--- src/rtl/alu_pkg.sv ---
// Shared op codes, FSM state type and counter sizing for the ALU/MDU execute block.
// No logic; imported by alu_mdu_if, mdu_iter and alu_mdu.
// Backpressure: n/a.
package alu_pkg;
    localparam int XLEN_DEF = 32;

    localparam logic [3:0] OP_ADD  = 4'd0;
    localparam logic [3:0] OP_SUB  = 4'd1;
    localparam logic [3:0] OP_SLL  = 4'd2;
    localparam logic [3:0] OP_SLT  = 4'd3;
    localparam logic [3:0] OP_SLTU = 4'd4;
    localparam logic [3:0] OP_XOR  = 4'd5;
    localparam logic [3:0] OP_SRL  = 4'd6;
    localparam logic [3:0] OP_SRA  = 4'd7;
    localparam logic [3:0] OP_OR   = 4'd8;
    localparam logic [3:0] OP_AND  = 4'd9;

    localparam logic [2:0] F3_MUL    = 3'd0;
    localparam logic [2:0] F3_MULH   = 3'd1;
    localparam logic [2:0] F3_MULHSU = 3'd2;
    localparam logic [2:0] F3_MULHU  = 3'd3;
    localparam logic [2:0] F3_DIV    = 3'd4;
    localparam logic [2:0] F3_DIVU   = 3'd5;
    localparam logic [2:0] F3_REM    = 3'd6;
    localparam logic [2:0] F3_REMU   = 3'd7;

    typedef enum logic [1:0] {
        IDLE = 2'd0,
        BUSY = 2'd1,
        DONE = 2'd2
    } state_e;

    function automatic int cnt_width(input int xlen);
        return $clog2(xlen) + 1;
    endfunction
endpackage

--- src/rtl/alu_mdu_if.sv ---
// Request/response bundle between the execute control path and alu_mdu.
// Latency: wires only.
// Backpressure: in_valid/in_ready on the request side, out_valid/out_ready on the result side.
interface alu_mdu_if
    import alu_pkg::*;
#(
    parameter int XLEN = XLEN_DEF
);
    logic            in_valid;
    logic            in_ready;
    logic [4:0]      op;
    logic [XLEN-1:0] data1;
    logic [XLEN-1:0] data2;
    logic            out_valid;
    logic            out_ready;
    logic [XLEN-1:0] result;
    logic            zero;
    logic            illegal;

    modport master (
        output in_valid, op, data1, data2, out_ready,
        input  in_ready, out_valid, result, zero, illegal
    );

    modport slave (
        input  in_valid, op, data1, data2, out_ready,
        output in_ready, out_valid, result, zero, illegal
    );
endinterface

--- src/rtl/mdu_iter.sv ---
// Iterative multiply (radix-2 shift-add) and, with ALU_MDU_DIV_EN, restoring divide on magnitudes.
// Latency: XLEN iterations after start; done pulses on the last one with res valid that cycle.
// Backpressure: none; the owner issues start only when idle.
module mdu_iter
    import alu_pkg::*;
#(
    parameter int XLEN = XLEN_DEF
)(
    input  logic            clk,
    input  logic            rst,
    input  logic            start,
    input  logic [2:0]      f3,
    input  logic [XLEN-1:0] a,
    input  logic [XLEN-1:0] b,
    output logic            done,
    output logic [XLEN-1:0] res
);
    localparam int CNT_W = cnt_width(XLEN);

    logic [CNT_W-1:0]  cnt_q, cnt_d;
    logic [XLEN-1:0]   acc_q, acc_d, lo_q, lo_d, opb_q, opb_d;
    logic [2:0]        f3_q, f3_d;
    logic              neg_q, neg_d;
    logic              a_neg, b_neg;
    logic [XLEN-1:0]   a_mag, b_mag;
    logic [XLEN:0]     sum;
    logic [2*XLEN-1:0] prod, pfix;
`ifdef ALU_MDU_DIV_EN
    logic [XLEN:0]     rs;
    logic [XLEN-1:0]   dres;
`endif

    always_comb begin
        a_neg = a[XLEN-1] & (f3 inside {F3_MULH, F3_MULHSU, F3_DIV, F3_REM});
        b_neg = b[XLEN-1] & !(f3 inside {F3_MUL, F3_MULHSU, F3_MULHU, F3_DIVU, F3_REMU});
        a_mag = a_neg ? -a : a;
        b_mag = b_neg ? -b : b;
    end

    always_comb begin
        cnt_d = cnt_q;
        acc_d = acc_q;
        lo_d  = lo_q;
        opb_d = opb_q;
        f3_d  = f3_q;
        neg_d = neg_q;
        sum   = '0;
`ifdef ALU_MDU_DIV_EN
        rs    = '0;
`endif
        if (start) begin
            cnt_d = CNT_W'(XLEN);
            acc_d = '0;
            f3_d  = f3;
            // Remainder follows the dividend; everything else is the product/quotient sign.
            neg_d = (f3[2] & f3[1]) ? a_neg : (a_neg ^ b_neg);
            opb_d = f3[2] ? b_mag : a_mag;
            lo_d  = f3[2] ? a_mag : b_mag;
        end else if (cnt_q != '0) begin
            cnt_d = cnt_q - CNT_W'(1);
`ifdef ALU_MDU_DIV_EN
            if (f3_q[2]) begin
                rs = {acc_q, lo_q[XLEN-1]};
                if (rs >= {1'b0, opb_q}) begin
                    acc_d = rs[XLEN-1:0] - opb_q;
                    lo_d  = {lo_q[XLEN-2:0], 1'b1};
                end else begin
                    acc_d = rs[XLEN-1:0];
                    lo_d  = {lo_q[XLEN-2:0], 1'b0};
                end
            end else
`endif
            begin
                sum   = {1'b0, acc_q} + (lo_q[0] ? {1'b0, opb_q} : '0);
                acc_d = sum[XLEN:1];
                lo_d  = {sum[0], lo_q[XLEN-1:1]};
            end
        end
    end

    // Result is taken from the final iteration's next-state so the top can latch it on that edge.
    always_comb begin
        prod = {acc_d, lo_d};
        pfix = neg_q ? -prod : prod;
        res  = (f3_q == F3_MUL) ? pfix[XLEN-1:0] : pfix[2*XLEN-1:XLEN];
`ifdef ALU_MDU_DIV_EN
        dres = f3_q[1] ? acc_d : lo_d;
        if (f3_q[2]) begin
            res = neg_q ? -dres : dres;
        end
`endif
    end

    assign done = (cnt_q == CNT_W'(1));

    always_ff @(posedge clk) begin
        if (rst) begin
            cnt_q <= '0;
            acc_q <= '0;
            lo_q  <= '0;
            opb_q <= '0;
            f3_q  <= '0;
            neg_q <= 1'b0;
        end else begin
            cnt_q <= cnt_d;
            acc_q <= acc_d;
            lo_q  <= lo_d;
            opb_q <= opb_d;
            f3_q  <= f3_d;
            neg_q <= neg_d;
        end
    end
endmodule

--- src/rtl/alu_mdu.sv ---
// Execute-stage integer ALU plus iterative M-extension unit; divider present only with ALU_MDU_DIV_EN.
// Latency: 1 cycle for base/illegal/div-corner ops, XLEN+1 cycles for iterative MUL*/DIV*/REM*.
// Backpressure: one op in flight; result held in DONE until out_ready, in_ready only in IDLE.
module alu_mdu
    import alu_pkg::*;
#(
    parameter int XLEN = XLEN_DEF
)(
    input  logic      clk,
    input  logic      rst,
    alu_mdu_if.slave  bus
);
    localparam int SH_W = $clog2(XLEN);

    state_e          state_q, state_d;
    logic [XLEN-1:0] result_q, result_d;
    logic            zero_q, zero_d;
    logic            illegal_q, illegal_d;
    logic            start, mdu_done, m_legal, base_legal;
    logic [XLEN-1:0] mdu_res, base_res;
    logic [SH_W-1:0] shamt;
`ifdef ALU_MDU_DIV_EN
    logic            div_zero, div_ovf;
    logic [XLEN-1:0] div_spec_res;

    assign m_legal      = ~bus.op[3];
    assign div_zero     = bus.op[2] & (bus.data2 == '0);
    assign div_ovf      = bus.op[2] & ~bus.op[0] & (&bus.data2)
                        & (bus.data1 == {1'b1, {(XLEN-1){1'b0}}});
    assign div_spec_res = div_zero ? (bus.op[1] ? bus.data1 : '1)
                                   : (bus.op[1] ? '0 : bus.data1);
`else
    assign m_legal = ~bus.op[3] & ~bus.op[2];
`endif

    mdu_iter #(.XLEN(XLEN)) u_mdu_iter (
        .clk   (clk),
        .rst   (rst),
        .start (start),
        .f3    (bus.op[2:0]),
        .a     (bus.data1),
        .b     (bus.data2),
        .done  (mdu_done),
        .res   (mdu_res)
    );

    always_comb begin
        shamt      = bus.data2[SH_W-1:0];
        base_res   = '0;
        base_legal = 1'b1;
        case (bus.op[3:0])
            OP_ADD:  base_res = bus.data1 + bus.data2;
            OP_SUB:  base_res = bus.data1 - bus.data2;
            OP_SLL:  base_res = bus.data1 << shamt;
            OP_SLT:  base_res = XLEN'($signed(bus.data1) < $signed(bus.data2));
            OP_SLTU: base_res = XLEN'(bus.data1 < bus.data2);
            OP_XOR:  base_res = bus.data1 ^ bus.data2;
            OP_SRL:  base_res = bus.data1 >> shamt;
            OP_SRA:  base_res = $unsigned($signed(bus.data1) >>> shamt);
            OP_OR:   base_res = bus.data1 | bus.data2;
            OP_AND:  base_res = bus.data1 & bus.data2;
            default: base_legal = 1'b0;
        endcase
    end

    always_comb begin
        state_d   = state_q;
        result_d  = result_q;
        illegal_d = illegal_q;
        start     = 1'b0;
        case (state_q)
            IDLE: begin
                if (bus.in_valid) begin
                    state_d   = DONE;
                    illegal_d = 1'b0;
                    if (!bus.op[4]) begin
                        result_d  = base_res;
                        illegal_d = ~base_legal;
                    end else if (!m_legal) begin
                        result_d  = '0;
                        illegal_d = 1'b1;
                    end
`ifdef ALU_MDU_DIV_EN
                    else if (div_zero | div_ovf) begin
                        result_d = div_spec_res;
                    end
`endif
                    else begin
                        state_d = BUSY;
                        start   = 1'b1;
                    end
                end
            end
            BUSY: begin
                if (mdu_done) begin
                    state_d  = DONE;
                    result_d = mdu_res;
                end
            end
            DONE: begin
                if (bus.out_ready) begin
                    state_d = IDLE;
                end
            end
            default: state_d = IDLE;
        endcase
        zero_d = (result_d == '0);
    end

    always_ff @(posedge clk) begin
        if (rst) begin
            state_q   <= IDLE;
            result_q  <= '0;
            zero_q    <= 1'b1;
            illegal_q <= 1'b0;
        end else begin
            state_q   <= state_d;
            result_q  <= result_d;
            zero_q    <= zero_d;
            illegal_q <= illegal_d;
        end
    end

    assign bus.in_ready  = (state_q == IDLE);
    assign bus.out_valid = (state_q == DONE);
    assign bus.result    = result_q;
    assign bus.zero      = zero_q;
    assign bus.illegal   = illegal_q;
endmodule
--- src/flat_wrapper.sv ---
// flat-port wrapper written by rule: the top's interface ports become plain ports
module alu_mdu_flat import alu_pkg::*;
#(
    parameter int XLEN = XLEN_DEF
)
  (clk, rst, bus_in_valid, bus_op, bus_data1, bus_data2, bus_out_ready, bus_in_ready, bus_out_valid, bus_result, bus_zero, bus_illegal);
  alu_mdu_if #(.XLEN(XLEN)) bus_i ();
  input  logic clk;
  input  logic rst;
  input wire logic [$bits(bus_i.in_valid)-1:0] bus_in_valid;
  input wire logic [$bits(bus_i.op)-1:0] bus_op;
  input wire logic [$bits(bus_i.data1)-1:0] bus_data1;
  input wire logic [$bits(bus_i.data2)-1:0] bus_data2;
  input wire logic [$bits(bus_i.out_ready)-1:0] bus_out_ready;
  output wire logic [$bits(bus_i.in_ready)-1:0] bus_in_ready;
  output wire logic [$bits(bus_i.out_valid)-1:0] bus_out_valid;
  output wire logic [$bits(bus_i.result)-1:0] bus_result;
  output wire logic [$bits(bus_i.zero)-1:0] bus_zero;
  output wire logic [$bits(bus_i.illegal)-1:0] bus_illegal;
  assign bus_i.in_valid = bus_in_valid;
  assign bus_i.op = bus_op;
  assign bus_i.data1 = bus_data1;
  assign bus_i.data2 = bus_data2;
  assign bus_i.out_ready = bus_out_ready;
  assign bus_in_ready = bus_i.in_ready;
  assign bus_out_valid = bus_i.out_valid;
  assign bus_result = bus_i.result;
  assign bus_zero = bus_i.zero;
  assign bus_illegal = bus_i.illegal;
  alu_mdu #(.XLEN(XLEN)) u_core (.clk(clk), .rst(rst), .bus(bus_i));
endmodule
--- config.mk ---
export PLATFORM = sky130hd
export DESIGN_NAME = alu_mdu_flat
export DESIGN_NICKNAME = d
export VERILOG_FILES = /design/src/rtl/alu_pkg.sv /design/src/rtl/alu_mdu_if.sv /design/src/rtl/mdu_iter.sv /design/src/rtl/alu_mdu.sv /design/src/flat_wrapper.sv
export SDC_FILE = /design/constraint.sdc
export NUM_CORES = 1
export LEC_CHECK = 0
export BUFFER_PORTS_ARGS = -buffer_cell sky130_fd_sc_hd__clkbuf_2
export CAP_MARGIN = 25
export CORE_ASPECT_RATIO = 1.1
export CORE_UTILIZATION = 45
export CTS_BUF_LIST = sky130_fd_sc_hd__clkbuf_16
export CTS_CLUSTER_SIZE = 20
export DETAILED_ROUTE_END_ITERATION = 10
export GPL_TIMING_DRIVEN = 0
export PLACE_DENSITY = 0.6
export SETUP_SLACK_MARGIN = 0.05
export SLEW_MARGIN = 20
export SYNTH_ARGS = -nofsm -noshare
export SYNTH_HDL_FRONTEND = slang
export SYNTH_SLANG_ARGS = --single-unit
--- constraint.sdc ---
create_clock -name clk -period 11.1 [get_ports clk]
set_input_delay 1.11 -clock clk [delete_from_list [all_inputs] [get_ports clk]]
set_output_delay 1.11 -clock clk [all_outputs]
set_load 0.005 [all_outputs]
# --- After elaboration in Yosys (flattened, before gate mapping) ---
# Cells that the tools add are included.
word_totals:
  out_inout_bits: 36
  input_bits: 73
  ff_bits: 142
classes:
  eq_ne: 22
  shift: 3
  add_sub_neg: 7
  n_bitwise: 11
  n_lt_le_gt_ge: 2
  n_reduce_logical: 14
  muxes: 33
ops:
  columns: ["operator", "n"]
  rows:
  - ["2-to-1 mux 32 bit", 14]
  - ["case mux 32 bit (10 select lines)", 1]
  - ["less-than comparator 32 bit", 2]
  - ["2-to-1 mux 64 bit", 1]
  - ["negation 32 bit", 2]
  - ["negation 64 bit", 1]
  - ["case mux 32 bit (2 select lines)", 1]
  - ["adder 32 x 32 -> 33 bit", 1]
  - ["adder 32 bit", 1]
  - ["bitwise AND 32 bit", 1]
  - ["zero test 32 bit", 1]
  - ["OR 32 bit", 1]
  - ["<< shifter 32 x 5 -> 32 bit", 1]
  - [">> shifter 32 x 5 -> 32 bit", 1]
  - [">>> shifter 32 x 5 -> 32 bit", 1]
  - ["subtractor 32 bit", 1]
  - ["XOR 32 bit", 1]
  - ["== test 4 x 3 -> 1 bit (second input constant)", 4]
  - ["== test 3 bit (second input constant)", 4]
  - ["2-to-1 mux 6 bit", 2]
  - ["2-to-1 mux 2 bit", 5]
  - ["OR reduction 10 bit", 1]
  - ["== test 4 x 2 -> 1 bit (second input constant)", 2]
  - ["== test 4 bit (second input constant)", 2]
  - ["25 further kinds", 40]

# --- Logic depth before layout (Yosys ltp) ---
logic_depth:
  ltp_word: 13
  depth_mapped: 24
  ltp_nobuf: 19

# --- Cells and area by module ---
# A second synthesis with hierarchy kept.
hier_totals:
  hier_cells: 3408
  area_unflattened_um2: 24128.1
by_module_without_submodules:
  columns: ["mod", "cells_per_inst", "area_each_um2", "seq_area_each_um2", "instances"]
  rows:
  - ["mdu_iter", 1720, 12368.1, 2122.0, 1]
  - ["alu_mdu", 1688, 11760.0, 720.7, 1]

# --- Worst setup path after synthesis ---
# OpenSTA, ideal clock, no wires.
synth_path:
  path_type: "input-to-reg"
  startpoint: "input bus_data2[1]"
  endpoint: "register u_core.zero_q (netlist: u_core.bus.zero)"
  setup_ns: 0.060
  path_stages: 19
  arrival_time_ns: 6.126
  slack_ns: 4.914
  required_time_ns: 11.040
  n_path_buf: 3
  cell_sequence: "clkbuf_1 > inv_2 > buf_1 > clkbuf_1 > ha_1 > nor3b_1 > nand4_1 > nor4_1 > mux2_2 > a21oi_1 > nand4_1 > nor3_1 > nand4_1 > a21o_1 > a221o_1 > nor4_2 > nand4_1 > nor3_2 > a41o_1"
synth_via:
  elab_chain_len: 10
  word_cells_on_any_way: 23
  classes_between: "add/sub (4); order compare (2); shift (3); mux (10); bitwise (3); reduce/logical (1)"
synth_rtl:
  columns: ["item", "line_no", "text"]
  rows:
  - ["start, declared", "flat_wrapper.sv:13", "input wire logic [$bits(bus_i.data2)-1:0] bus_data2;"]
  - ["negation 32 bit", "mdu_iter.sv:37", "b_mag = b_neg ? -b : b;"]
  - ["2-to-1 mux 32 bit", "mdu_iter.sv:37", null]
  - ["2-to-1 mux 32 bit", "mdu_iter.sv:58", "lo_d = f3[2] ? a_mag : b_mag;"]
  - ["2-to-1 mux 32 bit", "mdu_iter.sv:51", "if (start) begin"]
  - ["negation 64 bit", "mdu_iter.sv:84", "pfix = neg_q ? -prod : prod;"]
  - ["2-to-1 mux 64 bit", "mdu_iter.sv:84", null]
  - ["2-to-1 mux 32 bit", "mdu_iter.sv:85", "res = (f3_q == F3_MUL) ? pfix[XLEN-1:0] : pfix[2*XLEN-1:XLEN];"]
  - ["2-to-1 mux 32 bit", "alu_mdu.sv:95", "if (mdu_done) begin"]
  - ["case mux 32 bit (2 select lines) (*)", "alu_mdu.sv:71", "case (state_q)"]
  - ["zero test 32 bit (*)", "alu_mdu.sv:107", "zero_d = (result_d == '0);"]
  - ["end signal, assigned", "alu_mdu.sv:119", "zero_q <= zero_d;"]
  - ["end, declared", "alu_mdu.sv:17", "logic zero_q, zero_d;"]
# Mark *: on every way between the ends. The rest lies on a longest branch, timed or not.
# A chain may end at the register's enable or synchronous reset.

# --- Worst setup path in the final report ---
# Same ends and word-level chain as after synthesis.

==> results.ini <==
[min_path]
hp-class=flop to flop

[placement]
place.gp.congestion=1.185
dpl.hpwl_microns=99220
place_ws_ns=2.417
port_buffers=107

[power]
p_comb_frac=0.653
power_frac_clock=0.167
finalPower_mw=3.377
intPower_mw=1.446
leakage_nw=9.088
switching_share=0.5720
p_per_area_nw_per_um2=148.5
p_seq_frac=0.180
peakVddDrop_uv=118.1
switching_power_mw=1.932

[cts]
clk_path_buf_depth=2
cts_resized=0
clk_pin_slew_worst_paths_ns=0.06
insertion_delay_ns=0.47
cts-buffers-inserted=17
root_buffer=clkbuf_16
cts_tree=done
post-cts-setup-buffers=0
cts_hold_buf=0
numClockSinks=142
cts_max_level=4

[layout]
area_delta_synth_final_pct=9.055
drive_gt1_frac=0.09289
layout_common_cells=377 x nor2_1, 290 x nand2_1, 225 x a21oi_1
nets=3362
final_common_cell=nor2_1
nFillCells=4786

[setup_path]
critical_path_depth=20
worstReg2RegStart=u_core.u_mdu_iter.cnt_q[0]$_SDFFE_PP0N_
slowest_delay_ns=0.86
end_kind=flop
required_ns=11.50
critPathLaunchType=input port
cp.arrival_ns=9.28
slowest_stage=clkbuf_1
critical_path.startpoint=bus_data2[1]
rrSetupSlack_ns=3.95
endpoint=u_core.bus.zero$_SDFF_PP1_
r2r-end=u_core.bus.zero$_SDFF_PP1_
ff2ff_path_depth=20
cp_top_family=simple AND/OR/NAND/NOR gates
path_buf_inv=5
crit_top_cell=nand4_1
setup.worst_path.class=input port to flop
path_max_fanout=13
crit_chain=clkbuf_2 -> clkbuf_1 -> inv_2 -> buf_1 -> clkbuf_1 -> ha_1 -> nor3b_1 -> nand4_1 -> o31ai_1 -> xnor2_1 -> o21ai_1 -> nand4_1 -> nor2_1 -> a41oi_1 -> xor2_1 -> o21ai_0 -> a211oi_1 -> nand4_1 -> nor3_1 -> a41o_1

[floorplan]
ioPinCount=109
core_sq_um=45660
rows=82
die-width_microns=207.2
start_util=0.4567
die_y_microns=227.8
dieArea_sq_um=47200

[synth]
ys_ff_latch=142
synth-edff-count=0
synthArstFlopShare=0
syn_area_per_cell_sq_um=6.900
yosysSeqAreaShare=0.1363
syn_nets=3232
ys.flop_type=dfxtp_1
synth.distinct_cells=104
netlist_area_sq_um=20850
yosysWarningCount=0
syn_inst=3022

[detailed_routing]
drtIter0Drc=4462
ant_nets=0
vias=27410
drcViolationCount=0
wirelength_microns=125200
drtPass1Iterations=7
via_per_inst=7.298
wl_per_cell_microns=33.34

[timing]
tightest_slew_ns=1.147
maxSlewViolCount=0
setup_slack_ns=2.221
finalHoldViolCount=0
max_freq_ghz=0.1126
period_share=0.7999
fin_crit_ns=8.879
finalClockSkew_ns=0.01105
slew_headroom=0.2333
rsz0062_at_grt=no
tns_ns=0
setup_viol=0

[global_route]
grt.overflow.total=0
grt_util_all_layers=0.5128
antenna_found_initial=4
grt_max_degree=17
grt_pass1_wl_microns=177400
first_global_vias=25360

[job]
maxCapViolations=0

[run_status]
status=finished, final reports clean

==> worst reg2reg max path: stages, from the launching register on <==
cell	delay [ns]
dfxtp_1	0.33
inv_1	0.12
ha_1	0.23
or3b_1	0.37
buf_6	0.14
nor2_2	0.42
buf_4	0.32
clkbuf_1	0.78
buf_1	0.69
buf_1	0.55
clkbuf_1	0.66
nand2_1	0.10
o21ai_0	0.14
nand2_1	0.15
a41oi_1	0.25
xor2_1	0.59
o21ai_0	0.29
a211oi_1	0.36
nand4_1	0.16
nor3_1	0.22
a41o_1	0.20
==> layer usage <==
metal / vias to the layer above / track usage / part of all wire
li1: 11530 / - / -
met1: 12960 / 0.5882 / 0.35
met2: 2265 / 0.7608 / 0.41
met3: 653 / 0.1462 / 0.13
met4: 0 / 0.4967 / 0.11
met5: - / 0.001014 / 0
==> kinds of logic (layout without fill, tap and decap cells) <==
family,Yosys count,in the layout,share of synthesized area
AOI/OAI and AO/OA,966,966,0.3152
xor gates and xnor gates,87,87,0.03654
adders and majority gates,137,137,0.08329
buffers and inverters,347,490,0.06541
DFF,142,142,0.1363
muxes,140,140,0.08257
other,0,2,0
and+or+nand+nor,1203,1203,0.2806
==> flip-flops by register name (all words and copies together) (netlist names) <==
register and cells:
u_core.u_mdu_iter.cnt_q 6, u_core.bus.zero 1, u_core.u_mdu_iter.opb_q 32, u_core.u_mdu_iter.f3_q 3
u_core.bus.illegal 1, u_core.bus.result 32, u_core.state_q 2, u_core.u_mdu_iter.neg_q 1
u_core.u_mdu_iter.acc_q 32, u_core.u_mdu_iter.lo_q 32
==> Yosys cell counts (14+ instances only) <==
| library cell | count | area, sq um |
|---|---|---|
| buf_2 | 19 | 95.09 |
| a31oi_1 | 50 | 312.8 |
| nand2b_1 | 21 | 131.4 |
| buf_1 | 30 | 112.6 |
| or4_1 | 14 | 105.1 |
| a211oi_1 | 74 | 555.5 |
| xor2_1 | 18 | 157.7 |
| xnor2_1 | 69 | 604.3 |
| nor2_1 | 377 | 1415 |
| mux4_2 | 21 | 473.0 |
| or2_2 | 14 | 87.58 |
| mux2_2 | 42 | 473.0 |
| a221o_1 | 15 | 150.1 |
| o31ai_1 | 29 | 217.7 |
| a211o_1 | 17 | 148.9 |
| a22oi_1 | 26 | 195.2 |
| nor4_1 | 36 | 225.2 |
| ha_1 | 134 | 1677 |
| mux2i_1 | 76 | 760.7 |
| o22ai_1 | 20 | 125.1 |
| a311oi_1 | 19 | 166.4 |
| a21oi_1 | 225 | 1126 |
| clkbuf_1 | 175 | 656.9 |
| nand4_1 | 51 | 319.1 |
| a221oi_1 | 31 | 271.5 |
| nand2_1 | 290 | 1089 |
| o21ai_0 | 171 | 855.8 |
| and2_1 | 58 | 362.9 |
| a21o_1 | 44 | 330.3 |
| nand3_1 | 96 | 480.5 |
| nor2b_1 | 30 | 187.7 |
| o211ai_1 | 40 | 300.3 |
| o21a_1 | 17 | 127.6 |
| and3_1 | 28 | 175.2 |
| o21bai_1 | 14 | 105.1 |
| dfxtp_1 | 142 | 2843 |
| or3_1 | 32 | 200.2 |
| nor3_1 | 90 | 450.4 |
| inv_1 | 111 | 416.7 |
==> layout make-up <==
class,instances,area (sq um),area share
Inverter,115,431.7,0.01898
Timing Repair Buffer,111,563.0,0.02476
Sequential cell,142,2843,0.1250
Buffer,232,932.1,0.04099
Clock buffer,17,425.4,0.01871
Tap cell,588,735.7,0.03235
Clock inverter,15,125.1,0.005502
Multi-Input combinational cell,2533,16680,0.7335
Antenna cell,2,5.005,0.0002201
==> stage by stage <==
| stage | hold WS (ns) | instance area [sq um] | std cells | util |
|---|---|---|---|---|
| 2_1_floorplan | 0.4273 | 20850 | 3022 | - |
| 3_3_place_gp | 0.4393 | 22120 | 3717 | 0.4845 |
| 3_5_place_dp | 0.4623 | 22180 | 3720 | 0.4858 |
| 4_1_cts | 0.4716 | 22730 | 3752 | 0.4978 |
| 5_1_grt | 0.4944 | 22730 | 3753 | 0.4979 |
| 6_report | 0.4683 | 22740 | 3755 | 0.4981 |
==> worst min-delay path by stage <==
stage	start	endpoint	slack [ns]	cells after the start
final	u_core.u_mdu_iter.f3_q[0]$_SDFFE_PP0P_	u_core.u_mdu_iter.f3_q[0]$_SDFFE_PP0P_	0.47	2
after global routing	u_core.u_mdu_iter.f3_q[0]$_SDFFE_PP0P_	u_core.u_mdu_iter.f3_q[0]$_SDFFE_PP0P_	0.49	2
after CTS	u_core.u_mdu_iter.f3_q[0]$_SDFFE_PP0P_	u_core.u_mdu_iter.f3_q[0]$_SDFFE_PP0P_	0.47	2
after detailed placement	u_core.u_mdu_iter.f3_q[1]$_SDFFE_PP0P_	u_core.u_mdu_iter.f3_q[1]$_SDFFE_PP0P_	0.46	2
after global placement	u_core.u_mdu_iter.opb_q[13]$_SDFFE_PP0P_	u_core.u_mdu_iter.opb_q[13]$_SDFFE_PP0P_	0.44	2
after floorplan	u_core.u_mdu_iter.opb_q[13]$_SDFFE_PP0P_	u_core.u_mdu_iter.opb_q[13]$_SDFFE_PP0P_	0.43	2
==> power by group through the flow <==
stage                     logic (mW)  registers [mW]  clock network (mW)
after floorplan                 1.25           0.599                   0
after global placement          2.02           0.614                   0
after detailed placement        2.05           0.617                   0
after CTS                       2.06           0.606               0.560
after global routing            2.26           0.611               0.582
final                           2.21           0.608               0.563
Power figures use the tool's default switching activity.
